## src/rtl/math_pkg.sv

```systemverilog
// Shared fixed-point math helpers: flag bundle and two's-complement range constants.
package math_pkg;

    localparam int ABS_MAX_W = 256;

    typedef struct packed {
        logic neg;
        logic ovf;
    } abs_flags_t;

    // Returns 100...0 for the given width, zero-extended to ABS_MAX_W bits.
    function automatic logic [ABS_MAX_W-1:0] abs_most_neg(input int width);
        return ABS_MAX_W'(1) << (width - 1);
    endfunction

    function automatic logic [ABS_MAX_W-1:0] abs_max_pos(input int width);
        return abs_most_neg(width) - ABS_MAX_W'(1);
    endfunction

endpackage

```

## src/rtl/abs_pipe_stage.sv

```systemverilog
// One pipeline register stage of abs_pipe: valid bit plus data and flags.
module abs_pipe_stage
    import math_pkg::*;
#(
    parameter int WIDTH = 32
) (
    input  logic             clk,
    input  logic             rst_n,
    input  logic             load,
    input  logic             in_valid,
    input  logic [WIDTH-1:0] in_data,
    input  abs_flags_t       in_flags,
    output logic             valid,
    output logic [WIDTH-1:0] data,
    output abs_flags_t       flags
);

    // Payload only moves with a real item, so a bubble never disturbs held data.
    always_ff @(posedge clk or negedge rst_n) begin
        if (!rst_n) begin
            valid <= 1'b0;
            data  <= '0;
            flags <= '0;
        end else if (load) begin
            valid <= in_valid;
            if (in_valid) begin
                data  <= in_data;
                flags <= in_flags;
            end
        end
    end

endmodule

```

## src/rtl/abs_pipe.sv

```systemverilog
// Pipelined absolute value with valid/ready flow control and bubble collapsing.
module abs_pipe
    import math_pkg::*;
#(
    parameter int WIDTH    = 32,
    parameter int STAGES   = 2,
    parameter int SATURATE = 1
) (
    input  logic             clk,
    input  logic             rst_n,
    input  logic [WIDTH-1:0] in_data,
    input  logic             in_valid,
    output logic             in_ready,
    output logic [WIDTH-1:0] out_data,
    output logic             out_neg,
    output logic             out_ovf,
    output logic             out_valid,
    input  logic             out_ready
);

    localparam logic [WIDTH-1:0] MOST_NEG = WIDTH'(abs_most_neg(WIDTH));
    localparam logic [WIDTH-1:0] MAX_POS  = WIDTH'(abs_max_pos(WIDTH));

    logic [STAGES:0]            vld_pipe;
    logic [STAGES:0][WIDTH-1:0] data_pipe;
    abs_flags_t [STAGES:0]      flag_pipe;
    logic [STAGES:1]            adv;

    abs_flags_t       in_flags;
    logic [WIDTH-1:0] mag;

    logic             s1_valid;
    logic [WIDTH-1:0] s1_data;
    abs_flags_t       s1_flags;

    always_comb begin
        in_flags.neg = in_data[WIDTH-1];
        in_flags.ovf = in_data[WIDTH-1] && (in_data[WIDTH-2:0] == '0);
        mag          = in_flags.neg ? (~in_data + WIDTH'(1)) : in_data;
        if (in_flags.ovf) mag = (SATURATE != 0) ? MAX_POS : MOST_NEG;
    end

    // Load enables ripple back from the consumer; an empty stage always loads.
    always_comb begin : advance
        logic downstream;
        downstream = out_ready;
        adv        = '0;
        for (int k = STAGES; k >= 1; k--) begin
            adv[k]     = !vld_pipe[k] || downstream;
            downstream = adv[k];
        end
    end

    always_ff @(posedge clk or negedge rst_n) begin
        if (!rst_n) begin
            s1_valid <= 1'b0;
            s1_data  <= '0;
            s1_flags <= '0;
        end else if (adv[1]) begin
            s1_valid <= in_valid;
            if (in_valid) begin
                s1_data  <= mag;
                s1_flags <= in_flags;
            end
        end
    end

    assign vld_pipe[0]  = in_valid;
    assign data_pipe[0] = mag;
    assign flag_pipe[0] = in_flags;
    assign vld_pipe[1]  = s1_valid;
    assign data_pipe[1] = s1_data;
    assign flag_pipe[1] = s1_flags;

    for (genvar k = 2; k <= STAGES; k++) begin : g_stage
        abs_pipe_stage #(.WIDTH(WIDTH)) u_stage (
            .clk      (clk),
            .rst_n    (rst_n),
            .load     (adv[k]),
            .in_valid (vld_pipe[k-1]),
            .in_data  (data_pipe[k-1]),
            .in_flags (flag_pipe[k-1]),
            .valid    (vld_pipe[k]),
            .data     (data_pipe[k]),
            .flags    (flag_pipe[k])
        );
    end

    assign in_ready  = adv[1];
    assign out_valid = vld_pipe[STAGES];
    assign out_data  = data_pipe[STAGES];
    assign out_neg   = flag_pipe[STAGES].neg;
    assign out_ovf   = flag_pipe[STAGES].ovf;

endmodule

```

## config.mk

```make
export PLATFORM = sky130hd
export DESIGN_NAME = abs_pipe
export DESIGN_NICKNAME = d
export VERILOG_FILES = /design/src/rtl/math_pkg.sv /design/src/rtl/abs_pipe_stage.sv /design/src/rtl/abs_pipe.sv
export SDC_FILE = /design/constraint.sdc
export NUM_CORES = 1
export LEC_CHECK = 0
export ABC_AREA = 0
export CORE_UTILIZATION = 55
export CTS_BUF_LIST = sky130_fd_sc_hd__clkbuf_16
export CTS_CLUSTER_SIZE = 16
export DETAILED_ROUTE_END_ITERATION = 10
export PLACE_DENSITY = 0.91
export RECOVER_POWER = 100
export SKIP_LAST_GASP = 1
export SYNTH_ARGS = -nofsm -noshare
export SYNTH_HDL_FRONTEND = slang
export SYNTH_SLANG_ARGS = --single-unit
export TNS_END_PERCENT = 100
```

## constraint.sdc

```tcl
create_clock -name clk -period 3.24 [get_ports clk]
set_clock_uncertainty 0.1 [all_clocks]
set_input_delay 0.81 -clock clk [delete_from_list [all_inputs] [get_ports clk]]
set_output_delay 0.81 -clock clk [all_outputs]
set_load 0.1 [all_outputs]
```

Word level (Yosys, flattened, before mapping)
Index checks and enable logic that the tools add are counted.
Storage, ports and cells
  output and inout bits: 36
  input bits: 36
  register bits: 70
Cells by class
  multiplexer cells: 2
  add/subtract/negate cells: 1
  reduce and logical (&&, ||, !) cells: 8
  bitwise gates (word level): 1
Operator list (number)
  $mux W32: 2
  $add A32 B1 Y32 const B: 1
  $not A32 Y32: 1
  $logic_not A31 Y1: 1
  $reduce_and A2 Y1: 2
  $logic_not A1 Y1: 2
  $logic_or A1 B1 Y1: 2
  $logic_and A1 B1 Y1: 1

Depth between registers and ports, before layout
  depth in word-level cells: 4
  gate-level depth with buffers: 9

Modules after synthesis
From an unflattened synthesis, not the netlist that was laid out.
Unflattened totals
  cell total of the unflattened synthesis: 332
  area total of the unflattened synthesis: 3639.7 um2
By module, submodules not included
  abs_pipe: cells an instance 257, instances 1, area an instance 2218.4 um2, sequential area each 875.8 um2
  abs_pipe_stage: cells an instance 75, instances 1, area an instance 1421.4 um2, sequential area each 875.8 um2

Worst setup path after synthesis
No wires, ideal clock.
  path type: register -> register
  start: reg g_stage[2].u_stage.valid
  end: reg s1_data[18]
  arrival: 2.909 ns
  path slack: 0.098 ns
  library setup time: 0.134 ns
  cell stages (with the launch flop): 7
  required time: 3.006 ns
  buffers on the path: 2
  path through: dfrtp_1 nand3b_1 and2_0 clkbuf_1 clkbuf_1 nor2_1 o211ai_1
On the way
  word-level cells in the longest chain between the ends: 4
Ends and longest elaborated chain
  start: declaration: line abs_pipe_stage.sv:13  | output logic valid,
  start signal: assignment: line abs_pipe_stage.sv:25  | valid <= in_valid;
  $logic_not A1 Y1: line abs_pipe.sv:49  | adv[k] = !vld_pipe[k] || downstream;
  $logic_or A1 B1 Y1 (2 in a row): line abs_pipe.sv:49
  named net in_ready: line abs_pipe.sv:13  | output logic in_ready,
  $reduce_and A2 Y1 (no line)
  end signal: assignment: line abs_pipe.sv:62  | s1_data <= mag;
  end: declaration: line abs_pipe.sv:33  | logic [WIDTH-1:0] s1_data;
The timed path passes the listed nets, and every way through them passes these cells.
A chain may end at the register's enable or synchronous reset.

Worst setup path after layout
  start: in in_data[0]
  end: reg s1_data[0]
On the way
  word-level cells in the longest chain between the ends: 4
  elaborated cells on any way between the ends: 6
  those cells by class: add/sub: 1; mux: 2; bitwise: 1; reduce/logical: 2
Ends and longest elaborated chain
  start: declaration: line abs_pipe.sv:11  | input logic [WIDTH-1:0] in_data,
  $not A32 Y32: line abs_pipe.sv:39  | mag = in_flags.neg ? (~in_data + WIDTH'(1)) : in_data;
  $add A32 B1 Y32: line abs_pipe.sv:39
  $mux W32: line abs_pipe.sv:39
  $mux W32 *: line abs_pipe.sv:40  | if (in_flags.ovf) mag = (SATURATE != 0) ? MAX_POS : MOST_NEG;
Every way passes the cells marked *; elsewhere a longest branch is shown, timed or not.

==> flow_summary.yaml <==
worst_setup_path:
  cp_slowest_cell: "clkdlybuf4s50_1"
  critPathKind: "input pin to register"
  ff2ff_path_depth: 4
  path_delay_family: "simple AND/OR/NAND/NOR gates"
  slowest_delay_ns: 0.41
  critPathBufInv: 3
  cp_max_fo: 17
  worstPathRequired_ns: 3.39
  r2r_end: "g_stage[2].u_stage.data[5]"
  regToRegSetupSlack_ns: 1.36
  worstSetupEndpointType: "register"
  arrival_ns: 3.26
  r2r-start: "g_stage[2].u_stage.valid"
  crit_path_cell_trace: "clkdlybuf4s50_1 -> inv_1 -> ha_1 -> or3b_1 -> or3_1 -> buf_4 -> nor4_4 -> nor2_2 -> a21oi_1"
  cp-start-kind: "input pin"
cells_and_area:
  diodes: 0
  nFillCells: 419
  final_area_mm2: 0.004497
  syn2layout_area_growth_pct: 33.36
  multi_input_area_mm2: 0.001525
  nets: 450
  layout-drive-gt1-share_pct: 21.53
  stdcell_count: 493
  ff_latch_area_mm2: 0.001752
sta:
  hold_ws_ns: 0.3727
  post-route-period-util_pct: 96.18
  maxSlewHeadroom_pct: -2.745
  fmax_ghz: 0.3209
  finalWorstPathRequiredPeriod_ns: 3.116
  finalHoldViolations: 0
  rsz0062_at_grt: "yes"
  setup_viol: 0
  slew_viol_final: 30
  final.setup.tns_ns: 0
  worst_slew_pin_slew_ns: 1.541
grt:
  antenna_found_initial: 0
  grt_pass1_wl_um: 14410
  grt.overflow.total: 0
  grt_use_total_pct: 29.92
  grt_max_degree: 36
  grt_pass1_vias: 3069
power:
  powerDensity_mw_per_mm2: 828.6
  p_leak_nw: 1.850
  ir_drop_v: 0.0006004
hold_path:
  hp-start: "flag_pipe[3]"
  worstHoldPathType: "register to register"
  holdPathStages: 2
  min_to: "flag_pipe[3]"
floorplanning:
  die_area_mm2: 0.006448
  core_area_mm2: 0.005921
  rows: 28
  die_width_um: 80.30
  die_h_um: 80.30
  num_io_pins: 72
  start_util_pct: 56.95
synth:
  ys_warn_count: 0
  synth-seq-cells: 70
  ys_types: 41
  seq_area_frac_synth_pct: 51.95
  postSynthCellCount: 311
  synthesis.area_mm2: 0.003372
  syn_avg_cell_area_um2: 10.84
  syn_nets: 348
clocking:
  numCtsBuffers: 9
  clk_latency_ns: 0.33
  clk_pin_slew_worst_paths_ns: 0.06
  cts.sinks: 70
  htreeDepth: 3
  clk_path_buf_depth: 2
  tritoncts: "built"
  root_buffer: "clkbuf_16"
placement:
  port_buffers: 71
  dpl_cell_area_mm2: 0.004312
  place_inst: 477
  routabilityCongestion: 0.9190
  dp_hpwl_um: 5926
outcome:
  violations: "max-capacitance violations, max-slew violations"
  status: "finished, violations left"
route:
  ant_nets: 0
  viasPerCell: 5.767
  drc_errors: 0
  wire_per_inst_um: 17.66
  drtPass1Iterations: 4
  drt_iter0_markers: 193
  wl_um: 8705
  vias: 2843
run:
  maxCapViolCount: 1
-- layer usage --
layer  vias to the layer above  wire, µm  GRT usage (%)
met1                      1390      3525          35.41
met2                       109      4525          52.22
met3                        23       420          6.023
met5                         -         0              0
met4                         0       234          13.57
li1                       1321         -              -
-- worst register-to-register path, cell delays in order, from the launching register on --
cell and delay [ns]:
dfrtp_1 0.36, nand2b_1 0.08, nand2_1 0.08, clkbuf_2 0.69, mux2_2 0.45
-- worst max-delay path by stage --
stage | startpoint | to | slack (ns) | depth (start not counted)
after floorplan | g_stage[2].u_stage.valid | s1_data[18] | 0.1 | 6
final | in_data[0] | s1_data[0] | 0.12 | 9
after CTS | in_data[0] | s1_data[5] | 0.15 | 9
after global routing | in_data[0] | s1_data[1] | -0.003 | 9
after detailed placement | in_data[0] | s1_data[10] | -0.18 | 9
after global placement | in_data[0] | s1_data[20] | -0.08 | 9
-- where the power goes --
group | total [mW] | internal (mW) | switching (mW)
Clock | 1.13 | 0.755 | 0.376
Combinational | 1.42 | 0.272 | 1.14
Sequential | 1.18 | 1.07 | 0.113
-- cell families (layout without fill, tap and decap cells) --
logic type               Yosys count  after routing  synth area share [%]
adder cells (fa/ha/maj)            1              1                0.3710
flip-flops                        70             70                 51.95
multiplexers                      34             34                 11.32
AO/OA/AOI/OAI                     61             61                 11.87
AND/OR/NAND/NOR                   96             96                 14.66
buffers and inverters             22            129                 2.820
XOR/XNOR                          27             27                 7.013
-- cell usage after synthesis --
cell type	n	share of area [%]
nor4_4	1	0.63
nor3_1	4	0.59
xor2_1	18	4.7
o41ai_1	5	1.3
and2_0	1	0.19
or2_1	1	0.19
clkinv_1	1	0.11
a31oi_1	4	0.74
o211ai_1	11	2.4
clkbuf_1	12	1.3
inv_1	3	0.33
or3_1	9	1.7
buf_2	4	0.59
xnor2_1	9	2.3
a31o_2	1	0.26
nor2_1	31	3.5
nor3b_1	1	0.22
a211o_1	1	0.26
nor2_2	1	0.19
nand2b_1	5	0.93
a41oi_1	2	0.52
o31ai_1	8	1.8
or3b_1	1	0.26
or2_2	1	0.19
or4_1	5	1.1
or4b_1	2	0.59
nand3_1	1	0.15
nand2_1	25	2.8
nor4_1	4	0.74
or3_4	1	0.33
nand3b_1	2	0.45
o211a_1	1	0.30
o21ai_0	10	1.5
mux2i_1	1	0.30
a21oi_1	17	2.5
dfrtp_1	70	52
buf_1	1	0.11
a22o_1	1	0.26
ha_1	1	0.37
mux2_2	33	11
buf_6	1	0.33
-- state kept, by name (all words and copies together) (netlist names) --
register and flops:
flag_pipe 2, g_stage.u_stage.data 32, g_stage.u_stage.flags 2, g_stage.u_stage.valid 1
s1_data 32, s1_valid 1
-- per-stage QoR --
step	power (mW)	setup slack (ns)	util, %
2_1_floorplan	2.316	0.09786	-
3_3_place_gp	2.676	-0.07518	72.82
3_5_place_dp	2.718	-0.1799	72.82
4_1_cts	3.859	0.1450	78.68
5_1_grt	3.854	-0.002604	75.95
6_report	3.726	0.1239	75.95
-- cell usage in the layout, fill, tap and decap left out, drive strengths merged, types with 2 or more instances in the layout --
cell type / Yosys / layout
nor2: 32 / 32
clkbuf: 12 / 50
dfrtp: 70 / 70
o21ai: 10 / 10
o41ai: 5 / 5
nand3b: 2 / 2
nand2: 25 / 25
nand2b: 5 / 5
mux2: 33 / 33
a41oi: 2 / 2
bufinv: 0 / 3
or3: 10 / 10
clkdlybuf4s50: 0 / 33
clkinv: 1 / 4
or2: 2 / 2
inv: 3 / 4
a31oi: 4 / 4
or4b: 2 / 2
xor2: 18 / 18
a21oi: 17 / 17
nor4: 5 / 5
o31ai: 8 / 8
or4: 5 / 5
xnor2: 9 / 9
o211ai: 11 / 11
buf: 6 / 34
nor3: 4 / 4
-- final cells by class --
cell class              instances  area share (%)
inverters                       4          0.3339
clock buffers                   9           5.008
multi-input cells             219           33.92
clock inverters                 7           2.699
flip-flops and latches         70           38.95
well taps                      75           2.087
repair buffers                109           17.00
-- timing repair --
action / in CTS / in global routing
hold endpoints to repair: 0 / 0
setup endpoints to repair: 0 / 2
gates resized for setup: 0 / 0
buffers inserted: 0 / 0
hold buffers: 0 / 0
(Power assumes the default switching activity.)
